<file path="src/rtl/mp_ooo_tag_ctrl.sv">
// mp_ooo_tag_ctrl: sequencer/arbiter in front of the single-port tag SRAM.
// Clears the whole array after reset or flush, then round-robins the one RW
// port between lookups (reads) and fills (writes). SRAM controls are active low.
// Optional performance counters are enabled with `define MP_OOO_TAG_CTRL_PERF_EN.
module mp_ooo_tag_ctrl #(
  parameter int TAG_WIDTH = 24,
  parameter int IDX_WIDTH = 4
) (
  input  logic                 clk,
  input  logic                 rst,
  input  logic                 flush,
  output logic                 init_done,
  input  logic                 lkup_valid,
  input  logic [IDX_WIDTH-1:0] lkup_idx,
  output logic                 lkup_ready,
  output logic                 lkup_resp_valid,
  output logic [TAG_WIDTH-1:0] lkup_resp_tag,
  input  logic                 fill_valid,
  input  logic [IDX_WIDTH-1:0] fill_idx,
  input  logic [TAG_WIDTH-1:0] fill_tag,
  output logic                 fill_ready,
  output logic                 sram_csb,
  output logic                 sram_web,
  output logic [IDX_WIDTH-1:0] sram_addr,
  output logic [TAG_WIDTH-1:0] sram_din,
  input  logic [TAG_WIDTH-1:0] sram_dout
`ifdef MP_OOO_TAG_CTRL_PERF_EN
  ,
  output logic [31:0]          perf_lkup_cnt,
  output logic [31:0]          perf_fill_cnt,
  output logic [31:0]          perf_conflict_cnt
`endif
);

  typedef enum logic {
    ST_INIT = 1'b0,
    ST_RUN  = 1'b1
  } state_e;

  localparam logic [IDX_WIDTH-1:0] IDX_LAST = {IDX_WIDTH{1'b1}};
  localparam logic [IDX_WIDTH-1:0] IDX_ONE  = {{(IDX_WIDTH-1){1'b0}}, 1'b1};

  state_e               state_q, state_d;
  logic [IDX_WIDTH-1:0] sweep_cnt_q, sweep_cnt_d;
  logic                 rr_ptr_q, rr_ptr_d;
  logic                 lkup_resp_valid_q, lkup_resp_valid_d;
  logic                 lkup_grant, fill_grant, conflict;

  // Next-state, arbitration and SRAM port drive; reset forces the SRAM idle at once.
  always_comb begin
    state_d     = state_q;
    sweep_cnt_d = sweep_cnt_q;
    rr_ptr_d    = rr_ptr_q;
    lkup_grant  = 1'b0;
    fill_grant  = 1'b0;
    conflict    = 1'b0;
    init_done   = 1'b0;
    sram_csb    = 1'b1;
    sram_web    = 1'b1;
    sram_addr   = '0;
    sram_din    = '0;
    case (state_q)
      ST_INIT: begin
        sram_csb  = 1'b0;
        sram_web  = 1'b0;
        sram_addr = sweep_cnt_q;
        if (flush) begin
          sweep_cnt_d = '0;
        end else begin
          sweep_cnt_d = sweep_cnt_q + IDX_ONE;
          if (sweep_cnt_q == IDX_LAST) begin
            state_d = ST_RUN;
          end
        end
      end
      ST_RUN: begin
        init_done = 1'b1;
        if (flush) begin
          state_d     = ST_INIT;
          sweep_cnt_d = '0;
        end else begin
          if (lkup_valid && fill_valid) begin
            conflict   = 1'b1;
            lkup_grant = ~rr_ptr_q;
            fill_grant = rr_ptr_q;
            rr_ptr_d   = ~rr_ptr_q;
          end else begin
            lkup_grant = lkup_valid;
            fill_grant = fill_valid;
          end
          if (fill_grant) begin
            sram_csb  = 1'b0;
            sram_web  = 1'b0;
            sram_addr = fill_idx;
            sram_din  = fill_tag;
          end else if (lkup_grant) begin
            sram_csb  = 1'b0;
            sram_addr = lkup_idx;
          end
        end
      end
      default: begin
        state_d = ST_INIT;
      end
    endcase
    if (rst) begin
      sram_csb = 1'b1;
      sram_web = 1'b1;
    end
    lkup_resp_valid_d = lkup_grant;
  end

  // Controller state registers.
  always_ff @(posedge clk or posedge rst) begin
    if (rst) begin
      state_q           <= ST_INIT;
      sweep_cnt_q       <= '0;
      rr_ptr_q          <= 1'b0;
      lkup_resp_valid_q <= 1'b0;
    end else begin
      state_q           <= state_d;
      sweep_cnt_q       <= sweep_cnt_d;
      rr_ptr_q          <= rr_ptr_d;
      lkup_resp_valid_q <= lkup_resp_valid_d;
    end
  end

  assign lkup_ready      = lkup_grant;
  assign fill_ready      = fill_grant;
  assign lkup_resp_valid = lkup_resp_valid_q;
  assign lkup_resp_tag   = lkup_resp_valid_q ? sram_dout : '0;

`ifdef MP_OOO_TAG_CTRL_PERF_EN
  logic [31:0] perf_lkup_cnt_q, perf_lkup_cnt_d;
  logic [31:0] perf_fill_cnt_q, perf_fill_cnt_d;
  logic [31:0] perf_conflict_cnt_q, perf_conflict_cnt_d;

  // Saturating event counters, cleared whenever a flush restarts the array.
  always_comb begin
    perf_lkup_cnt_d     = perf_lkup_cnt_q;
    perf_fill_cnt_d     = perf_fill_cnt_q;
    perf_conflict_cnt_d = perf_conflict_cnt_q;
    if (flush) begin
      perf_lkup_cnt_d     = '0;
      perf_fill_cnt_d     = '0;
      perf_conflict_cnt_d = '0;
    end else begin
      if (lkup_grant && (perf_lkup_cnt_q != 32'hFFFF_FFFF)) begin
        perf_lkup_cnt_d = perf_lkup_cnt_q + 32'd1;
      end
      if (fill_grant && (perf_fill_cnt_q != 32'hFFFF_FFFF)) begin
        perf_fill_cnt_d = perf_fill_cnt_q + 32'd1;
      end
      if (conflict && (perf_conflict_cnt_q != 32'hFFFF_FFFF)) begin
        perf_conflict_cnt_d = perf_conflict_cnt_q + 32'd1;
      end
    end
  end

  // Counter registers.
  always_ff @(posedge clk or posedge rst) begin
    if (rst) begin
      perf_lkup_cnt_q     <= '0;
      perf_fill_cnt_q     <= '0;
      perf_conflict_cnt_q <= '0;
    end else begin
      perf_lkup_cnt_q     <= perf_lkup_cnt_d;
      perf_fill_cnt_q     <= perf_fill_cnt_d;
      perf_conflict_cnt_q <= perf_conflict_cnt_d;
    end
  end

  assign perf_lkup_cnt     = perf_lkup_cnt_q;
  assign perf_fill_cnt     = perf_fill_cnt_q;
  assign perf_conflict_cnt = perf_conflict_cnt_q;
`endif

endmodule

</file>
<file path="config.mk">
export PLATFORM = sky130hd
export DESIGN_NAME = mp_ooo_tag_ctrl
export DESIGN_NICKNAME = d
export VERILOG_FILES = /design/src/rtl/mp_ooo_tag_ctrl.sv
export SDC_FILE = /design/constraint.sdc
export NUM_CORES = 1
export LEC_CHECK = 0
export BUFFER_PORTS_ARGS = -buffer_cell sky130_fd_sc_hd__buf_2
export CORE_MARGIN = 5
export CORE_UTILIZATION = 26
export CTS_CLUSTER_DIAMETER = 50
export DETAILED_ROUTE_END_ITERATION = 6
export PLACE_DENSITY = 0.8
export RECOVER_POWER = 50
export REMOVE_ABC_BUFFERS = 1
export SLEW_MARGIN = 40
export SYNTH_ARGS = -nofsm -noshare
export SYNTH_HDL_FRONTEND = slang
export SYNTH_SLANG_ARGS = --single-unit
</file>
<file path="constraint.sdc">
create_clock -name clk -period 1.25 [get_ports clk]
set_input_delay 0.1875 -clock clk [delete_from_list [all_inputs] [get_ports clk]]
set_output_delay 0.1875 -clock clk [all_outputs]
set_load 0.01 [all_outputs]
</file>
* Yosys cells after proc, flatten, opt, wreduce, memory -nomap -nowiden
Index checks and enable logic that the tools add are counted.
** Storage, ports and cells
- Flip-flop bits (word level) :: 7
- Input bits :: 61
- Output and inout bits :: 58
- Logic and storage cells :: 47
** Cells by class
- Add/subtract/negate cells :: 1
- Equal/unequal tests :: 2
- Muxes and demuxes :: 35
- Bitwise operators :: 3
- Reduce and logical (&&, ||, !) cells :: 2
** Operators with widths (number)
- 24-bit 2-to-1 mux :: 4
- 1-bit 2-to-1 mux :: 21
- 4-bit 2-to-1 mux :: 5
- 4-bit case mux with 2 select lines :: 2
- 1-bit case mux with 2 select lines :: 3
- 4-bit by 1-bit adder with 4-bit output (second input constant) :: 1
- 4-bit == test (second input constant) :: 1
- 1-bit inverter :: 3
- 3-bit AND reduction :: 1
- 2-bit inequality test (second input constant) :: 1
- 1-bit logical AND :: 1

* Logic depth before layout (Yosys ltp)
Gate-level depths: netlist of run 1.
- Word-level depth :: 9
- Depth in mapped cells :: 6
- Mapped depth without buffers :: 4

* Worst setup path before layout of run 1
Ideal clock, no wire load.
- Path type :: reg2out
- Start point :: register state_q
- End point :: output port sram_addr[3]
- Arrival time :: 1228 ps
- Path slack :: -165 ps
- Cell stages (with the launch flop) :: 5
- Path buffers :: 1
- Cell sequence :: dfrtp_1 > nor2b_4 > and3_1 > buf_6 > a221o_1
** On the way
- Word-level cells in the longest chain between the ends :: 2
** RTL lines
- start: declaration :: RTL line 43 : state_e state_q, state_d;
- start signal: assignment :: RTL line 121 : state_q <= state_d;
- 1-bit inverter
- 4-bit case mux with 2 select lines (*) :: RTL line 62 : case (state_q)
- end: declaration :: RTL line 24 : output logic [IDX_WIDTH-1:0] sram_addr,
Mark *: on every way between the ends. The rest lies on a longest branch, timed or not.

* Worst setup path after layout of run 1
- Start point :: register rr_ptr_q
- End point :: output port sram_addr[1]
** On the way
- Word-level cells in the longest chain between the ends :: 8
- Elaborated cells between the ends (all ways) :: 11
- Classes of those cells :: 10 x mux; 1 x bitwise
** RTL lines
- start: declaration :: RTL line 45 : logic rr_ptr_q, rr_ptr_d;
- start signal: assignment :: RTL line 123 : rr_ptr_q <= rr_ptr_d;
- 1-bit inverter :: RTL line 84 : lkup_grant = ~rr_ptr_q;
- 1-bit 2-to-1 mux :: RTL line 82 : if (lkup_valid && fill_valid) begin
- 1-bit 2-to-1 mux :: RTL line 78 : if (flush) begin
- 1-bit 2-to-1 mux :: RTL line 62
- 4-bit 2-to-1 mux :: RTL line 96 : end else if (lkup_grant) begin
- 4-bit 2-to-1 mux (*) :: RTL line 91 : if (fill_grant) begin
- 4-bit 2-to-1 mux (*) :: RTL line 78
- 4-bit case mux with 2 select lines (*) :: RTL line 62
Mark *: on every way between the ends. The rest lies on a longest branch, timed or not. The select of a mux whose other input is x is not followed.

==> results of run 1 <==
==> kinds of logic after synthesis <==
logic type / share of synthesized area (%)
buffers and inverters: 8.63
muxes: 1.26
and+or+nand+nor: 55.9
xor gates and xnor gates: 3.30
adders and majority gates: 1.57
AOI/OAI and AO/OA: 7.38
DFF: 22.0
==> layout by cell type, fill, tap and decap left out, types with 2 or more instances in the layout <==
cell type and n:
nand2_1 2, and2_1 25, clkbuf_1 3, nor2b_1 6
clkbuf_4 3, nor2_1 5, buf_2 93, a221o_1 4
buf_4 6, dfrtp_1 6, xnor2_1 2, buf_6 28
and3_4 2, and2_4 23
==> routing by layer <==
metal  vias up  global-route usage, %
met5         -                      0
met4         0                   4.40
met3        10                   4.44
met2        73                   24.7
met1       518                   14.0
li1        568                      -
==> final cells by class <==
type                            count  share of cell area, %
Clock buffer                        4                   1.52
Inverter                            1                  0.217
Multi-Input combinational cell     82                   35.7
Sequential cell                     7                   10.2
Tap cell                           33                   2.39
Timing Repair Buffer              131                   50.0
==> power breakdown <==
group / switching (mW) / internal, mW
clock network: 0.0907 / 0.122
logic: 0.0727 / 0.113
registers: 0.0101 / 0.237
total: 0.174 / 0.472
==> state kept, by name, indices dropped and copies added, names as in the netlist <==
register         count
lkup_resp_valid      1
rr_ptr_q             1
state_q              1
sweep_cnt_q          4
==> critical path, delay by kind of cell (launching register included) <==
kind	cells	cell delay [ps]
flip-flops	1	390
AO/OA/AOI/OAI	1	300
buffers and inverters	1	140
AND/OR/NAND/NOR	2	340
==> worst paths after layout <==
check                             endpoint      startpoint  depth (start not counted)  slack (ps)
max in group asynchronous  lkup_resp_valid             rst                          4         390
setup / recovery              sram_addr[1]        rr_ptr_q                          4        -360
hold / removal                    rr_ptr_q      lkup_valid                          3         290
setup reg to reg            sweep_cnt_q[3]         state_q                          4         180
min in group asynchronous   sweep_cnt_q[2]             rst                          4         550
hold reg to reg             sweep_cnt_q[1]  sweep_cnt_q[1]                          2         580
==> stage by stage <==
step	area, sq um	setup WS, ps	setup TNS (ps)
5_1_grt	1730	-425	-13770
3_3_place_gp	1440	-127	-2140
4_1_cts	1500	-358	-10220
6_report	1730	-365	-10870
2_1_floorplan	732	-251	-5540
3_5_place_dp	1440	-150	-2540
==> what timing repair did <==
item                       4_1_cts  5_1_grt
hold endpoints to repair         7        0
buffers inserted                 2        0
pin swaps                        7        5
gates cloned                     0        2
hold buffers                     1        0
setup endpoints to repair       57       56
gates resized for setup          6       56
==> flow_summary.yaml, run 1 <==
drt:
  met2_length_mm: 2.14
  ant_nets: 0
  route.vias.total: 1169
  drtIter0Drc: 27
  wl_met1_mm: 1.24
  wire_per_inst_um: 15.1
  vias_per_cell: 4.53
  wirelength_mm: 3.91
  top_layer_used: "met4"
  met3WireLength_um: 387
  route.detailed.drc: 0
  first_pass_iters: 4
sta:
  fin_crit_sh_pct: 129
  maxSlewHeadroom_pct: 72.6
  final.min_clock_period_ps: 1610
  final.setup.worst_slack_ps: -365
  rsz0062_at_grt: "yes"
  fin_skew_ps: 2.07
  fmax_ghz: 0.619
  hold_violations: 0
  setup_violations: 56
  worst_pin_slew_ps: 410
  hold_ws_ps: 293
  slew_violations: 0
run:
  drv_cap: 0
synth:
  post-synth-top-count-cell: "and2_1"
  syn-instance-count: 98
  synth_top_cell_by_area: "and2_1"
  ys.flop_type: "dfrtp_1"
  ys_seq_area_share_pct: 22.0
  synth_edf_count: 0
  yosys_warnings: 0
  synth_cell_types: 27
  synth_area_sq_um: 797
  post-synth-top-area-fraction_pct: 37.7
  async_flop_share_pct: 100
  synth_area_leaders: "and2_1, dfrtp_1, buf_6, a221o_1, nor2b_1"
  synth-seq-cells: 7
  synth_commonest_cells: "and2_1, dfrtp_1, nor2b_1"
  synth.avg_cell_area_sq_um: 8.13
grt:
  grt_pass1_wl_mm: 4.57
  grt_overflow: 0
  grt_pass1_vias: 1009
  track_usage_pct: 13.3
  grt_max_degree: 26
  antenna_found_initial: 0
floorplanning:
  core_area_sq_mm: 0.00300
  start_util_pct: 26.5
  die_area_sq_mm: 0.00427
  chipWidth_um: 65.4
  ioPinCount: 119
  die_h_um: 65.4
  rows: 20
final_layout:
  utilization_pct: 57.5
  antenna_cells: 0
  final_cells: 258
  fillers: 282
  drive_gt1_share_pct: 70.7
  multi_input_area_sq_um: 616
  final_nets: 288
  seqCellArea_sq_um: 176
  areaGrowthSynthToFinish_pct: 117
power_and_ir_drop:
  p_leak_nw: 1.02
  powerDensity_mw_per_mm2: 374
  total_power_mw: 0.646
  vdd_ir_drop_max_v: 0.000427
clock_tree:
  cts_buffers: 3
  cts-htree-levels: 1
  cts_root_buf: "clkbuf_4"
  path_clk_slew_ps: 60
  cts_tree: "yes"
  clockBufferDepth: 2
  clk_latency_ps: 250
  clock_sinks: 7
setup_path:
  critPathSlowestCell: "dfrtp_1"
  cp-end-kind: "primary output"
  worstSetupPathType: "flop to primary output"
  slowest_delay_ps: 390
  start_kind: "flop"
  path_max_fanout: 4
  cp.required_ps: 1060
  arrival_ps: 1430
  crit_path_cell_trace: "nand2b_4 > and3_4 > a221o_1 > buf_2"
placed_design:
  dp.cells: 249
  place_congestion: 0.808
  port-buffer-count: 118
  dp_hpwl_mm: 2.62
min_path:
  hold_class: "input pin to flop"
status:
  violations: "negative setup slack"
  status: "complete, but fails checks"
Power figures use the tool's default switching activity.
==> run 2, diff against run 1 <==
--- a/config.mk
+++ b/config.mk
@@ -13,6 +13,7 @@
 export PLACE_DENSITY = 0.8
 export RECOVER_POWER = 50
 export REMOVE_ABC_BUFFERS = 1
+export SETUP_SLACK_MARGIN = 0.15
 export SLEW_MARGIN = 40
 export SYNTH_ARGS = -nofsm -noshare
 export SYNTH_HDL_FRONTEND = slang
==> constraint.sdc (replaced) <==
create_clock -name clk -period 1.4 [get_ports clk]
set_input_delay 0.21 -clock clk [delete_from_list [all_inputs] [get_ports clk]]
set_output_delay 0.21 -clock clk [all_outputs]
set_load 0.01 [all_outputs]
==> run 2 against run 1 <==
Against the previous run:
- the run still ends with negative setup slack left
- sequential power shrank 10%
- clock skew is 1.3 ps lower
- worst setup slack improved by 95 ps
- die area is the same
- utilization up 0.92 points
- register-to-register slack better by 20 ps
- count of clock-buffer cells in the layout unchanged
- cell area rose by 1.6%
- via count shrank 2.4%
- hold slack improved by 3.5 ps
- global-route usage is 1.7 points higher
- clock power is 11% lower
==> flow_summary.yaml, run 2 (synthesized netlist as in run 1, its figures left out) <==
status:
  status: "complete, but fails checks"
  violations: "negative setup slack"
placed_design:
  port-buffer-count: 118
  place_congestion: 0.748
  placed_cell_area_sq_mm: 0.00141
  place_ws_ps: -33.2
  dp_hpwl_mm: 2.57
floorplanning:
  die_area_sq_mm: 0.00427
  core_area_sq_mm: 0.00300
  ioPinCount: 119
  die_h_um: 65.4
  start_util_pct: 26.5
  chipWidth_um: 65.4
  rows: 20
setup_path:
  worstSetupPathType: "flop to primary output"
  slowest_delay_ps: 390
  worstRegToRegCells: 6
  reg2reg_slack_ps: 200
  regToRegStartpoint: "state_q"
  critPathSlowestCell: "dfrtp_1"
  cp.required_ps: 1190
  arrival_ps: 1460
  path_max_fanout: 25
  start_kind: "flop"
  regToRegEndpoint: "sweep_cnt_q[2]"
  crit_path_cell_trace: "nand2b_4 > and3_4 > buf_12 > and2_1 > buf_2"
  cp-end-kind: "primary output"
drt:
  vias_per_cell: 4.42
  wirelength_mm: 3.78
  drtIter0Drc: 27
  first_pass_iters: 3
  route.detailed.drc: 0
  route.vias.total: 1141
  wire_per_inst_um: 14.7
  ant_nets: 0
clock_tree:
  clk_latency_ps: 260
  clock_sinks: 7
  cts-htree-levels: 1
  cts_buffers: 3
  cts_tree: "yes"
  path_clk_slew_ps: 50
  cts_root_buf: "clkbuf_4"
  clockBufferDepth: 2
grt:
  antenna_found_initial: 0
  gr-usage-met2_pct: 29.8
  grt.met3_usage_pct: 4.62
  grt_overflow: 0
  track_usage_pct: 15.0
  grt_pass1_vias: 1099
  grt_max_degree: 26
  top_usage_layer: "met2"
  grt_pass1_wl_mm: 5.02
  global_route.usage.met1_pct: 14.0
final_layout:
  largest_reg_flops: 4
  layout.cells.most_common: "buf_2"
  antenna_cells: 0
  final_cell_mix: "buf_2, buf_6, and2_4"
  drive_gt1_share_pct: 72.4
  stdcell_area_sq_mm: 0.00175
  fillers: 268
  utilization_pct: 58.4
  top_register: "sweep_cnt_q"
  final_nets: 288
  areaGrowthSynthToFinish_pct: 120
sta:
  maxSlewHeadroom_pct: 73.5
  final.min_clock_period_ps: 1670
  fin_crit_sh_pct: 119
  setup_violations: 29
  hold_ws_ps: 297
  worst_pin_slew_ps: 397
  fmax_ghz: 0.599
  rsz0062_at_grt: "yes"
  final.setup.worst_slack_ps: -269
  slew_violations: 0
  fin_skew_ps: 0.812
  hold_violations: 0
run:
  drv_cap: 0
power_and_ir_drop:
  p_leak_nw: 1.03
  powerDensity_mw_per_mm2: 325
  vdd_ir_drop_max_v: 0.000353
  total_power_mw: 0.571
min_path:
  hold_class: "input pin to flop"
  worstHoldEndpoint: "rr_ptr_q"
  min_from: "lkup_valid"
  min_path_cells: 3
==> run 2: cell types whose count changed in the layout (fill, tap and decap cells not counted), sizes merged <==
cell / change
buf: -4
clkbuf: +4
==> run 2: layer usage <==
metal | vias up | share of wire [%] | wire length (um)
met5 | - | 0 | 0
met4 | 0 | 2.1 | 78
met3 | 8 | 9.0 | 342
met2 | 65 | 58 | 2180
met1 | 501 | 31 | 1180
li1 | 567 | - | -
==> run 2: metrics by stage <==
step,setup TNS (ps),instances
floorplan,-1970,90
global placement,-1.12,246
detailed placement,-62.1,246
CTS,-7230,255
global route,-8740,258
finish,-7090,258
==> run 2: worst max-delay path by stage <==
stage	startpoint	to	slack (ps)
2_1_floorplan	state_q	sram_addr[3]	-120
3_3_place_gp	state_q	sram_addr[3]	-1
3_5_place_dp	state_q	sram_addr[3]	-30
4_1_cts	rr_ptr_q	sram_addr[2]	-270
5_1_grt	rr_ptr_q	sram_addr[1]	-320
6_report	rr_ptr_q	sram_din[22]	-270
==> run 2: repair_timing <==
| item | CTS | global route |
|---|---|---|
| setup endpoints to repair | 57 | 56 |
| setup buffers | 3 | 2 |
| pin swaps | 16 | 15 |
| hold buffers | 1 | 0 |
| cloned | 1 | 1 |
| resized for setup | 32 | 41 |
| endpoints found under the hold margin | 7 | 0 |
==> run 2: final cells by class <==
class / instances / area [sq um] / share of cell area (%)
repair buffers: 131 / 875 / 49.9
flip-flops and latches: 7 / 176 / 10.1
well taps: 33 / 41.3 / 2.35
multi-input cells: 82 / 632 / 36.0
inverters: 1 / 3.75 / 0.214
clock buffers: 4 / 26.3 / 1.50
==> run 2: critical path: cells and delay by family (launching register included) <==
family | cells | cell delay, ps
DFF | 1 | 390
buffers and inverters | 2 | 290
and+or+nand+nor | 3 | 510
==> run 2: where the power goes <==
| part | switching, mW | internal, mW |
|---|---|---|
| Combinational | 0.0632 | 0.0957 |
| Sequential | 0.00978 | 0.212 |
| Clock | 0.0810 | 0.109 |
